**src/rtl/cam_clk_monitor_pkg.sv**
```systemverilog
// cam_clk_monitor_pkg: FSM states, default parameters and counter widths for the camera clock monitor
package cam_clk_monitor_pkg;

    typedef enum logic [1:0] {
        IDLE   = 2'd0,
        ACQ    = 2'd1,
        LOCKED = 2'd2
    } state_e;

    localparam int DEF_SYNC_STAGES = 2;
    localparam int DEF_CNT_W       = 8;
    localparam int DEF_EXP_PERIOD  = 4;
    localparam int DEF_TOL         = 1;
    localparam int DEF_LOCK_COUNT  = 4;
    localparam int DEF_TIMEOUT     = 16;

    localparam int ERR_W  = 8;
    localparam int EDGE_W = 16;

endpackage

```
**src/rtl/cam_clk_monitor_sync_edge.sv**
```systemverilog
// cam_clk_monitor_sync_edge: synchronizes an asynchronous clock and flags its rising edges in the clk domain
module cam_clk_monitor_sync_edge #(
    parameter int SYNC_STAGES = 2
) (
    input  logic clk,
    input  logic rst,
    input  logic async_i,
    output logic edge_o
);

    logic [SYNC_STAGES-1:0] sync_q;
    logic                   prev_q;

    // shift the input through the synchronizer chain and keep one delayed copy for edge detection
    always_ff @(posedge clk) begin
        if (rst) begin
            sync_q <= '0;
            prev_q <= 1'b0;
        end else begin
            sync_q <= {sync_q[SYNC_STAGES-2:0], async_i};
            prev_q <= sync_q[SYNC_STAGES-1];
        end
    end

    assign edge_o = sync_q[SYNC_STAGES-1] & ~prev_q;

endmodule

```
**src/rtl/cam_clk_monitor.sv**
```systemverilog
// cam_clk_monitor: measures a slow returned clock against clk, tracks lock/loss; CAM_CLK_MONITOR_MINMAX_EN adds min/max period tracking
module cam_clk_monitor
    import cam_clk_monitor_pkg::*;
#(
    parameter int SYNC_STAGES = DEF_SYNC_STAGES,
    parameter int CNT_W       = DEF_CNT_W,
    parameter int EXP_PERIOD  = DEF_EXP_PERIOD,
    parameter int TOL         = DEF_TOL,
    parameter int LOCK_COUNT  = DEF_LOCK_COUNT,
    parameter int TIMEOUT     = DEF_TIMEOUT
) (
    input  logic              clk,
    input  logic              rst,
    input  logic              clkIn,
    input  logic              clr,
    output logic              locked,
    output logic              lost,
    output logic [CNT_W-1:0]  period,
    output logic              periodValid,
    output logic [ERR_W-1:0]  errCount,
    output logic [EDGE_W-1:0] edgeCount,
    output logic [CNT_W-1:0]  minPeriod,
    output logic [CNT_W-1:0]  maxPeriod
);

    localparam int GW = $clog2(LOCK_COUNT + 1);
    localparam logic [CNT_W-1:0] LO = CNT_W'(EXP_PERIOD - TOL);
    localparam logic [CNT_W-1:0] HI = CNT_W'(EXP_PERIOD + TOL);
    localparam logic [CNT_W-1:0] TO = CNT_W'(TIMEOUT - 1);

    state_e            state_q, state_d;
    logic [GW-1:0]     good_q, good_d;
    logic              have_ref_q, have_ref_d;
    logic [CNT_W-1:0]  cnt_q, period_q, m;
    logic              pvalid_q, lost_q, rise, meas, in_range, timeout, lost_set, err_inc;
    logic [ERR_W-1:0]  err_q, err_base;
    logic [EDGE_W-1:0] edge_cnt_q;

    cam_clk_monitor_sync_edge #(.SYNC_STAGES(SYNC_STAGES)) u_sync_edge (
        .clk     (clk),
        .rst     (rst),
        .async_i (clkIn),
        .edge_o  (rise)
    );

    assign m        = (cnt_q == '1) ? cnt_q : cnt_q + 1'b1;
    assign in_range = (m >= LO) && (m <= HI);
    assign meas     = rise && have_ref_q;
    assign timeout  = !rise && (cnt_q == TO) && (state_q != IDLE);
    assign err_base = clr ? '0 : err_q;

    // lock acquisition: an edge always wins over a coincident timeout
    always_comb begin
        state_d    = state_q;
        good_d     = good_q;
        have_ref_d = have_ref_q;
        lost_set   = 1'b0;
        err_inc    = 1'b0;
        if (rise) begin
            have_ref_d = 1'b1;
            case (state_q)
                IDLE: begin
                    state_d = ACQ;
                    good_d  = '0;
                end
                ACQ: if (meas) begin
                    good_d  = in_range ? good_q + 1'b1 : '0;
                    state_d = (in_range && good_q == GW'(LOCK_COUNT - 1)) ? LOCKED : ACQ;
                end
                LOCKED: if (meas && !in_range) begin
                    state_d = ACQ;
                    good_d  = '0;
                    err_inc = 1'b1;
                end
                default: state_d = IDLE;
            endcase
        end else if (timeout) begin
            state_d    = IDLE;
            have_ref_d = 1'b0;
            good_d     = '0;
            lost_set   = (state_q == LOCKED);
        end
    end

    // state, period counter and status registers; clr applies first so a coincident set/increment still lands
    always_ff @(posedge clk) begin
        if (rst) begin
            state_q    <= IDLE;
            good_q     <= '0;
            have_ref_q <= 1'b0;
            cnt_q      <= '0;
            period_q   <= '0;
            pvalid_q   <= 1'b0;
            lost_q     <= 1'b0;
            err_q      <= '0;
            edge_cnt_q <= '0;
        end else begin
            state_q    <= state_d;
            good_q     <= good_d;
            have_ref_q <= have_ref_d;
            cnt_q      <= rise ? '0 : m;
            period_q   <= meas ? m : period_q;
            pvalid_q   <= meas;
            lost_q     <= lost_set | (lost_q & ~clr);
            err_q      <= (err_inc && err_base != '1) ? err_base + 1'b1 : err_base;
            edge_cnt_q <= rise ? edge_cnt_q + 1'b1 : edge_cnt_q;
        end
    end

`ifdef CAM_CLK_MONITOR_MINMAX_EN
    logic [CNT_W-1:0] min_q, max_q, min_base, max_base;

    assign min_base = clr ? '1 : min_q;
    assign max_base = clr ? '0 : max_q;

    // track extremes of reported periods, updating alongside period
    always_ff @(posedge clk) begin
        if (rst) begin
            min_q <= '1;
            max_q <= '0;
        end else begin
            min_q <= (meas && m < min_base) ? m : min_base;
            max_q <= (meas && m > max_base) ? m : max_base;
        end
    end

    assign minPeriod = min_q;
    assign maxPeriod = max_q;
`else
    assign minPeriod = '0;
    assign maxPeriod = '0;
`endif

    assign locked      = (state_q == LOCKED);
    assign lost        = lost_q;
    assign period      = period_q;
    assign periodValid = pvalid_q;
    assign errCount    = err_q;
    assign edgeCount   = edge_cnt_q;

endmodule

```
**config.mk**
```make
export PLATFORM = sky130hd
export DESIGN_NAME = cam_clk_monitor
export DESIGN_NICKNAME = d
export VERILOG_FILES = /design/src/rtl/cam_clk_monitor_pkg.sv /design/src/rtl/cam_clk_monitor_sync_edge.sv /design/src/rtl/cam_clk_monitor.sv
export SDC_FILE = /design/constraint.sdc
export NUM_CORES = 1
export LEC_CHECK = 0
export CORE_ASPECT_RATIO = 1.25
export CORE_MARGIN = 2
export CORE_UTILIZATION = 45
export CTS_BUF_LIST = sky130_fd_sc_hd__clkbuf_16
export CTS_CLUSTER_DIAMETER = 50
export DETAILED_ROUTE_END_ITERATION = 10
export PLACE_DENSITY = 0.7
export SYNTH_ARGS = -nofsm -noshare
export SYNTH_HDL_FRONTEND = slang
export SYNTH_SLANG_ARGS = --single-unit
```
**constraint.sdc**
```tcl
create_clock -name clk -period 3.8 [get_ports clk]
set_clock_uncertainty 0.15 [all_clocks]
set_input_delay 0.57 -clock clk [delete_from_list [all_inputs] [get_ports clk]]
set_output_delay 0.57 -clock clk [all_outputs]
set_load 0.05 [all_outputs]
```
==> summary.md, run 1 <==
| Metric | Value |
|---|---|
| Status | complete, no violations |
| Layout area overhead | 18.1% |
| Netlist Area Pre-Place | 2550 um2 |
| Root buffer cell | clkbuf_16 |
| PD cells | 359 nW/um2 |
| Core Util, Final | 0.553 |
| Fin crit period | 2730 ps |
| Global-route wire length before repair | 8.61 mm |
| Cell-by-cell trace of the critical path | ha_1, nand3_1, o41ai_2, and4_1, nor3_1, mux2_2 |
| Wire length per cell | 13.4 um |
| Worst slew pin tran | 591 ps |
| Post-Syn Instances | 296 |
| Slowest CP cell | and4_1 |
| Clock transition at path regs | 60 ps |
| Initial antenna violation count | 0 |
| Total grt overflow | 0 |
| Mean area per synthesized cell | 8.61 um2 |
| CTS hold repair buffers | 0 |
| CP endpoint kind | register |
| Core Region | 5440 um2 |
| Pre-antenna DRT Iters | 4 |
| I/O pins | 55 |
| DRT iter0 DRCs | 74 |
| WL final | 5.22 mm |
| Crit path max fanout | 18 |
| Hold_sp | u_sync_edge.sync_q[0] |
| Max Freq | 0.366 GHz |
| Starting Density | 0.468 |
| Crit-path max cell delay | 600 ps |
| Number of flops mapped to enable cells by yosys | 0 |
| Die X | 71.3 um |
| Most frequent cells in the layout | dfxtp_1 (51), nor2_1 (38), clkdlybuf4s50_1 (38) |
| Peak supply drop | 0.312 mV |
| Setup slack, reg-to-reg | 1070 ps |
| Leak pwr | 0.00111 uW |
| Worst Hold End | u_sync_edge.sync_q[1] |
| Die area | 6280 um2 |
| Top_reg_cell synth | dfxtp_1 |
| Sink Count | 51 |
| Crit path kind | register to register |
| Synth area leaders | dfxtp_1 (40%), nor2_1 (5.6%), buf_4 (4.7%) |
| Ys async rst share | 0 |
| CP Launch Type | register |
| Hold Fails Final Rpt | 0 |
| Synth Warn # | 0 |
| Commonest non-fill, non-tap cell in the layout | dfxtp_1 |
| Sequential element share of the synthesized area | 0.401 |
| Data arrival, critical path | 2760 ps |
| Area share of the leading cell type in the synthesized netlist | 0.401 |
| CTS resizes | 0 |
| RSZ-0062 raised after global routing | false |
| Antenna viol nets, final | 0 |
| Synth area leader | dfxtp_1 |
| Port Buffers | 38 |
| Site Rows | 30 |
| Vias | 2,093 |
| Cts bufs inserted | 5 |
| Hold Crit Class | register to register |
| R2R cell count | 6 |
| Yosys reg bits | 51 |
| # DRC | 0 |
| Final slew viol count | 0 |
| Largest net degree at the start of global routing | 35 |
| Worst-case clock buffer depth | 2 |
| Critical path required time | 3830 ps |
| Fin nets | 335 |
| Post-CTS setup repair buffer count | 0 |
| Hold path cells | 1 |
| Number of max-cap violations | 0 |
| Clk Latency, worst-skew pair | 290 ps |
| Gr usage total | 0.172 |
| Slew HR | 0.605 |
| Final setup vio count | 0 |
| Fin crit share | 0.718 |
| Via density | 5.35 |
| Gpl congestion | 0.802 |
| Ant diodes | 0 |
| Reg-to-reg startpoint | cnt_q[0] |
| CTS tree | yes |
| CTS H-tree depth | 2 |
| Reg2reg end | errCount[0] |
| Share of post-route cells with drive strength above 1 | 0.0367 |
| Dpl hpwl | 3.83 mm |
| Vias in the first global route | 1,919 |
| Die Y-Extent | 88.1 um |
| Setup TNS | 0 ps |
| Library cells used by synthesis | 51 |
critical path, delay by kind of cell (launching register included):
kind                     cells  cell delay [ps]
AO/OA/AOI/OAI                1              420
AND/OR/NAND/NOR              3              970
multiplexers                 1              290
flip-flops                   1              420
adder cells (fa/ha/maj)      1              350
power by group:
| part | switching (uW) | internal, uW | total [uW] |
|---|---|---|---|
| Sequential | 6.19 | 540 | 547 |
| Combinational | 83.5 | 22.2 | 106 |
| Clock | 188 | 239 | 427 |
| Total | 278 | 802 | 1080 |
cell usage after synthesis (all sizes together), types with 2 or more instances:
master  count
a211oi      6
a21o        2
a21oi      10
a31oi       2
and2        7
and3        5
and4        6
buf        23
clkbuf      8
dfxtp      51
ha          5
inv         6
mux2i       8
nand2      25
nand2b      3
nand3      16
nand3b      2
nand4       8
nor2       38
nor2b       7
o211ai      2
o21ai       7
o21bai      2
o31ai       3
or3         3
or4         4
xnor2       8
xor2       12
kinds of logic after synthesis:
logic type,synth area share
muxes,0.0359
buffers and inverters,0.0889
adders and majority gates,0.0246
other,0.00147
and+or+nand+nor,0.266
DFF,0.401
xor gates and xnor gates,0.0688
AOI/OAI and AO/OA,0.114
metal layers:
| layer | vias to the layer above | global-route usage | part of all wire |
|---|---|---|---|
| li1 | 1060 | - | - |
| met1 | 982 | 0.192 | 0.42 |
| met4 | 0 | 0.0652 | 0.017 |
| met2 | 43 | 0.315 | 0.52 |
| met5 | - | 0 | 0 |
| met3 | 8 | 0.0391 | 0.038 |
sequential cells by signal, indices dropped and copies added, names as in the netlist:
register,count
period,8
edgeCount,16
state_q,2
errCount,8
u_sync_edge.prev_q,1
lost,1
cnt_q,8
good_q,3
periodValid,1
u_sync_edge.sync_q,2
have_ref_q,1
area by class of cell:
class / count / area, um2
Clock buffer: 5 / 125
Clock inverter: 3 / 15.0
Fill cell: 516 / 2430
Inverter: 6 / 22.5
Multi-Input combinational cell: 223 / 1360
Sequential cell: 51 / 1020
Tap cell: 64 / 80.1
Timing Repair Buffer: 39 / 388
worst max-delay path by stage:
stage	slack [ps]	start	endpoint
after global placement	1120	clr	errCount[6]
after floorplan	1420	cnt_q[0]	good_q[0]
after detailed placement	1080	cnt_q[0]	errCount[0]
final	1070	cnt_q[0]	errCount[0]
after CTS	1080	cnt_q[0]	errCount[0]
after global routing	870	cnt_q[0]	errCount[0]
metrics by stage:
stage / instances / hold slack (ps) / cell area, um2 / power [uW] / setup slack [ps]
floorplan: 311 / 264 / 2600 / 669 / 1420
detailed placement: 383 / 284 / 2870 / 664 / 1080
finish: 391 / 304 / 3010 / 1080 / 1070
global route: 391 / 317 / 3010 / 1120 / 868
CTS: 391 / 307 / 3010 / 1090 / 1080
global placement: 383 / 281 / 2870 / 662 / 1120
(Power assumes the default switching activity.)
==> run 2, diff against run 1 <==
==> constraint.sdc (replaced) <==
create_clock -name clk -period 2.59 [get_ports clk]
set_clock_uncertainty 0.15 [all_clocks]
set_input_delay 0.3885 -clock clk [delete_from_list [all_inputs] [get_ports clk]]
set_output_delay 0.3885 -clock clk [all_outputs]
set_load 0.05 [all_outputs]
==> summary.md, run 2 (synthesis gave the netlist of run 1 again) <==
| Metric | Value |
|---|---|
| Critical path required time | 2660 ps (-1170 ps) |
| WL final | 5.42 mm (+3.8%) |
| Post-Route M1 WL | 2.33 mm (+6.2%) |
| Data arrival, critical path | 2500 ps (-260 ps) |
| Total grt overflow | 0 (unchanged) |
| Gr usage total | 0.172 (+0.000601) |
| Ant diodes | 0 (unchanged) |
| RSZ-0062 raised after global routing | false |
| Storage cell area | 1020 um2 (+0.24%) |
| Starting Density | 0.468 (unchanged) |
| Core Region | 5440 um2 (unchanged) |
| PD cells | 531 nW/um2 (+48%) |
| Multi-input gate area | 1370 um2 (+1.2%) |
| Dpl hpwl | 4.04 mm (+5.3%) |
| Setup TNS | 0 ps (unchanged) |
| Fin nets | 343 (+2.4%) |
| Number of max-cap violations | 0 (unchanged) |
| Hold Crit Class | register to register |
| CTS hold repair buffers | 0 (unchanged) |
| Pre-antenna DRT Iters | 4 (unchanged) |
| FILL cells | 504 (-2.3%) |
| Slew HR | 0.655 (+0.0500) |
| CTS tree | yes |
| Leak pwr | 0.00116 uW (+4.1%) |
| Crit path max fanout | 13 (-5) |
| Commonest non-fill, non-tap cell in the layout | dfxtp_1 |
| Global-route wire length before repair | 8.79 mm (+2.1%) |
| Share of post-route cells with drive strength above 1 | 0.0776 (+0.0409) |
| Port Buffers | 38 (unchanged) |
| Final slew viol count | 0 (unchanged) |
| Sink Count | 51 (unchanged) |
| WL met2 | 2.78 mm (+1.6%) |
| DRT iter0 DRCs | 106 (+43%) |
| Design area | 3110 um2 (+3.3%) |
| Worst-case clock buffer depth | 2 (unchanged) |
| Worst slew pin tran | 516 ps (-75.4 ps) |
| Site Rows | 30 (unchanged) |
| Die X | 71.3 um (unchanged) |
| Status | complete, no violations |
| Peak supply drop | 0.407 mV (+31%) |
| Final setup vio count | 0 (unchanged) |
| Fin crit share | 0.939 (+0.221) |
| DP Area | 2940 um2 (+2.5%) |
| Vias in the first global route | 1,944 (+1.3%) |
| Die area | 6280 um2 (unchanged) |
| Cts bufs inserted | 5 (unchanged) |
| Largest register FFs | 16 (unchanged) |
| Via density | 5.39 (+0.66%) |
| Layout area overhead | 22.0% |
| Antenna viol nets, final | 0 (unchanged) |
| Max Freq | 0.411 GHz (+12%) |
| # DRC | 0 (unchanged) |
| I/O pins | 55 (unchanged) |
| Vias | 2,150 (+2.7%) |
| Initial antenna violation count | 0 (unchanged) |
| Largest net degree at the start of global routing | 30 (-14%) |
| Worst hold slack | 301 ps (-3.05 ps) |
| Gpl congestion | 0.871 (+8.5%) |
| Wire length per cell | 13.6 um (+1.7%) |
| Met3 Routed Length | 224 um (+13%) |
| Highest Signal Layer | met4 |
| Fin crit period | 2430 ps (-296 ps) |
| Crit path kind | register to register |
| Clock transition at path regs | 70 ps (about the same) |
| Die Y-Extent | 88.1 um (unchanged) |
| CTS H-tree depth | 2 (unchanged) |
| Hold Fails Final Rpt | 0 (unchanged) |
| CP endpoint kind | register |
| Clk Latency, worst-skew pair | 290 ps (about the same) |
| Most frequent cells in the layout | dfxtp_1 (49), nor2_1 (38), clkdlybuf4s50_1 (38) |
| Root buffer cell | clkbuf_16 |
| CP Launch Type | register |
[run 2: cell count changes in the layout (fill, tap and decap cells not counted), sizes merged]
cell,change
clkinv,-2
clkinvlp,+1
inv,+1
buf,+8
[run 2: cell type report]
| type | instances | area share |
|---|---|---|
| clock inverter | 3 | 0.00765 |
| sequential | 51 | 0.329 |
| timing repair buffer | 47 | 0.148 |
| clock buffer | 5 | 0.0403 |
| tap | 64 | 0.0258 |
| multi-input combinational | 223 | 0.442 |
| inverter | 6 | 0.00725 |
[run 2: final timing paths]
check / start / end / slack, ps / depth (start not counted)
min reg2reg: u_sync_edge.sync_q[0] / u_sync_edge.sync_q[1] / 300 / 1
max reg2reg: cnt_q[4] / errCount[4] / 160 / 7
max: cnt_q[4] / errCount[4] / 160 / 7
min: u_sync_edge.sync_q[0] / u_sync_edge.sync_q[1] / 300 / 1
[run 2: critical path, stage by stage, from the launching register on]
cell	delay, ps
dfxtp_1	480
and4_1	300
and2_1	240
o41ai_2	120
and4_1	250
buf_12	180
or4_1	490
a21oi_1	150
[run 2: layer usage]
layer | GRT usage | up-vias
li1 | - | 1075
met1 | 0.204 | 1013
met2 | 0.315 | 53
met3 | 0.0322 | 9
met4 | 0.0497 | 0
met5 | 0 | -
[run 2: timing repair]
action,in CTS,in global routing
resized for setup,0,5
setup buffers,0,0
setup endpoints to repair,0,9
endpoints found under the hold margin,0,0
[run 2: power by group]
| part | total (uW) | internal, uW | switching (uW) | leakage, uW |
|---|---|---|---|---|
| logic | 184 | 55.8 | 129 | 0.000681 |
| clock network | 663 | 362 | 301 | 0.0000664 |
| registers | 802 | 793 | 9.53 | 0.000413 |
| total | 1650 | 1210 | 439 | 0.00116 |
[run 2: through the flow]
stage / worst slack (ps) / cells / utilization / power [uW]
3_5_place_dp: 19.6 / 391 / 0.540 / 998
4_1_cts: 1.08 / 399 / 0.568 / 1660
6_report: 157 / 399 / 0.571 / 1650
2_1_floorplan: 215 / 311 / - / 981
5_1_grt: 8.77 / 399 / 0.571 / 1710
3_3_place_gp: 98.6 / 391 / 0.540 / 994
==> run 3, diff against run 2 <==
--- a/config.mk
+++ b/config.mk
@@ -6,7 +6,6 @@
 export NUM_CORES = 1
 export LEC_CHECK = 0
 export CORE_ASPECT_RATIO = 1.25
-export CORE_MARGIN = 2
 export CORE_UTILIZATION = 45
 export CTS_BUF_LIST = sky130_fd_sc_hd__clkbuf_16
 export CTS_CLUSTER_DIAMETER = 50
==> constraint.sdc (replaced) <==
create_clock -name clk -period 2.59 [get_ports clk]
set_clock_uncertainty 0.15 [all_clocks]
set_input_delay 0.518 -clock clk [delete_from_list [all_inputs] [get_ports clk]]
set_output_delay 0.518 -clock clk [all_outputs]
set_load 0.05 [all_outputs]
==> summary.md, run 3 (synthesis gave the netlist of run 1 again) <==
| Metric | Value |
|---|---|
| Status | complete, no violations |
| PD cells | 552 nW/um2 (+4.0%) |
| Die X | 69.3 um (-2.8%) |
| Gpl congestion | 0.918 (+5.4%) |
| Max Freq | 0.398 GHz (-3.2%) |
| Total grt overflow | 0 (unchanged) |
| Setup TNS | 0 ps (unchanged) |
| Clk Latency, worst-skew pair | 290 ps (about the same) |
| Hold path cells | 1 (unchanged) |
| Critical path required time | 2660 ps (about the same) |
| Layout area overhead | 23.6% |
| Hold_sp | u_sync_edge.sync_q[0] |
| Cell-by-cell trace of the critical path | buf_4, and4_4, and4_1, mux2i_2, or4b_1, or3_1, mux2i_1 |
| Buf+Inv Stages, Crit Path | 1 (unchanged) |
| CTS tree | yes |
| Sink Count | 51 (unchanged) |
| Core Region | 5440 um2 (unchanged) |
| Site Rows | 30 (unchanged) |
| Crit path kind | register to register |
| Ant diodes | 0 (unchanged) |
| # DRC | 0 (unchanged) |
| CTS H-tree depth | 2 (unchanged) |
| Crit-path max cell delay | 510 ps (+20 ps) |
| Largest net degree at the start of global routing | 29 (-3.3%) |
| Root buffer cell | clkbuf_16 |
| Number of max-cap violations | 0 (unchanged) |
| Final setup vio count | 0 (unchanged) |
| Peak supply drop | 0.336 mV (-18%) |
| Gr usage total | 0.183 (+0.0110) |
| Worst Hold End | u_sync_edge.sync_q[1] |
| Worst slew pin tran | 506 ps (-9.74 ps) |
| Starting Density | 0.468 (unchanged) |
| Antenna viol nets, final | 0 (unchanged) |
| Dpl hpwl | 3.84 mm (-4.7%) |
| R2R cell count | 7 (unchanged) |
| Final slew viol count | 0 (unchanged) |
| Global-route wire length before repair | 8.93 mm (+1.6%) |
| WL final | 5.29 mm (-2.3%) |
| Most frequent cells in the layout | dfxtp_1 (50), nor2_1 (38), clkdlybuf4s50_1 (38) |
| CP Launch Type | register |
| Wire length per cell | 13.2 um (-3.0%) |
| Vias in the first global route | 2,005 (+3.1%) |
| Reg2reg end | good_q[0] |
| Share of post-route cells with drive strength above 1 | 0.0828 (+0.00523) |
| Clock transition at path regs | 70 ps (about the same) |
| Reg-to-reg startpoint | cnt_q[0] |
| Largest register FFs | 16 (unchanged) |
| Hold Crit Class | register to register |
| Hold Fails Final Rpt | 0 (unchanged) |
| Die Y-Extent | 86.1 um (-2.3%) |
| Leak pwr | 0.00119 uW (+2.7%) |
| Worst hold slack | 306 ps (+5.06 ps) |
| Cts bufs inserted | 5 (unchanged) |
| CP top delay family | simple AND/OR/NAND/NOR gates |
| Commonest non-fill, non-tap cell in the layout | dfxtp_1 |
| Vias | 2,147 (-0.14%) |
| Fin crit share | 0.971 (+0.0313) |
| CP endpoint kind | register |
| Via density | 5.34 (-0.88%) |
| Fin crit period | 2510 ps (+81.1 ps) |
| I/O pins | 55 (unchanged) |
| Crit path max fanout | 5 (-8) |
| Port Buffers | 38 (unchanged) |
| RSZ-0062 raised after global routing | false |
| Setup slack, reg-to-reg | 80 ps (-80 ps) |
| DP Area | 2960 um2 (+0.77%) |
| Slowest CP cell | or4b_1 |
| DRT iter0 DRCs | 110 (+3.8%) |
| Die area | 5970 um2 (-5.0%) |
| Worst-case clock buffer depth | 2 (unchanged) |
| Design area | 3150 um2 (+1.3%) |
| Data arrival, critical path | 2590 ps (+90 ps) |
| Pre-antenna DRT Iters | 5 (+1) |
| Slew HR | 0.661 (+0.00652) |
| Initial antenna violation count | 0 (unchanged) |
| Fin nets | 346 (+0.87%) |
[run 3: through the flow]
stage / instances / total power (uW) / utilization / setup WS, ps
6_report: 402 / 1740 / 0.579 / 76.0
3_3_place_gp: 394 / 994 / 0.544 / 125
5_1_grt: 402 / 1800 / 0.579 / 6.46
2_1_floorplan: 311 / 981 / - / 215
4_1_cts: 402 / 1750 / 0.575 / 3.18
3_5_place_dp: 394 / 998 / 0.544 / 30.5
[run 3: cell type report]
type / instances / area, um2
Clock buffer: 5 / 125
Clock inverter: 3 / 43.8
Fill cell: 497 / 2290
Inverter: 6 / 22.5
Multi-Input combinational cell: 223 / 1370
Sequential cell: 51 / 1020
Tap cell: 64 / 80.1
Timing Repair Buffer: 50 / 483
[run 3: metal layers]
metal / GRT usage / up-vias / part of all wire
li1: - / 1083 / -
met1: 0.216 / 997 / 0.43
met2: 0.322 / 59 / 0.51
met3: 0.0411 / 8 / 0.043
met4: 0.0705 / 0 / 0.015
met5: 0 / - / 0
[run 3: power breakdown]
group	switching (uW)	total (uW)	internal, uW	leakage (uW)
logic	129	186	56.9	0.000695
registers	8.09	801	793	0.000412
clock network	296	752	456	0.0000838
[run 3: worst max path at each step]
stage          cells after the start          end      from
2_1_floorplan                      8    good_q[0]  cnt_q[0]
3_3_place_gp                       7  errCount[4]       clr
3_5_place_dp                       7    good_q[0]  cnt_q[1]
4_1_cts                            7    good_q[0]  cnt_q[1]
5_1_grt                            7    good_q[0]  cnt_q[0]
6_report                           7    good_q[0]  cnt_q[0]
[run 3: worst register-to-register path: stages (launching register included)]
cell and delay, ps:
dfxtp_1 380, buf_4 170, and4_4 240, and4_1 230, mux2i_2 280, or4b_1 510, or3_1 370, mux2i_1 120
[run 3: timing repair]
action,4_1_cts,5_1_grt
setup buffers,0,0
endpoints found under the setup margin,0,13
resized for setup,0,4
hold buffers,0,0
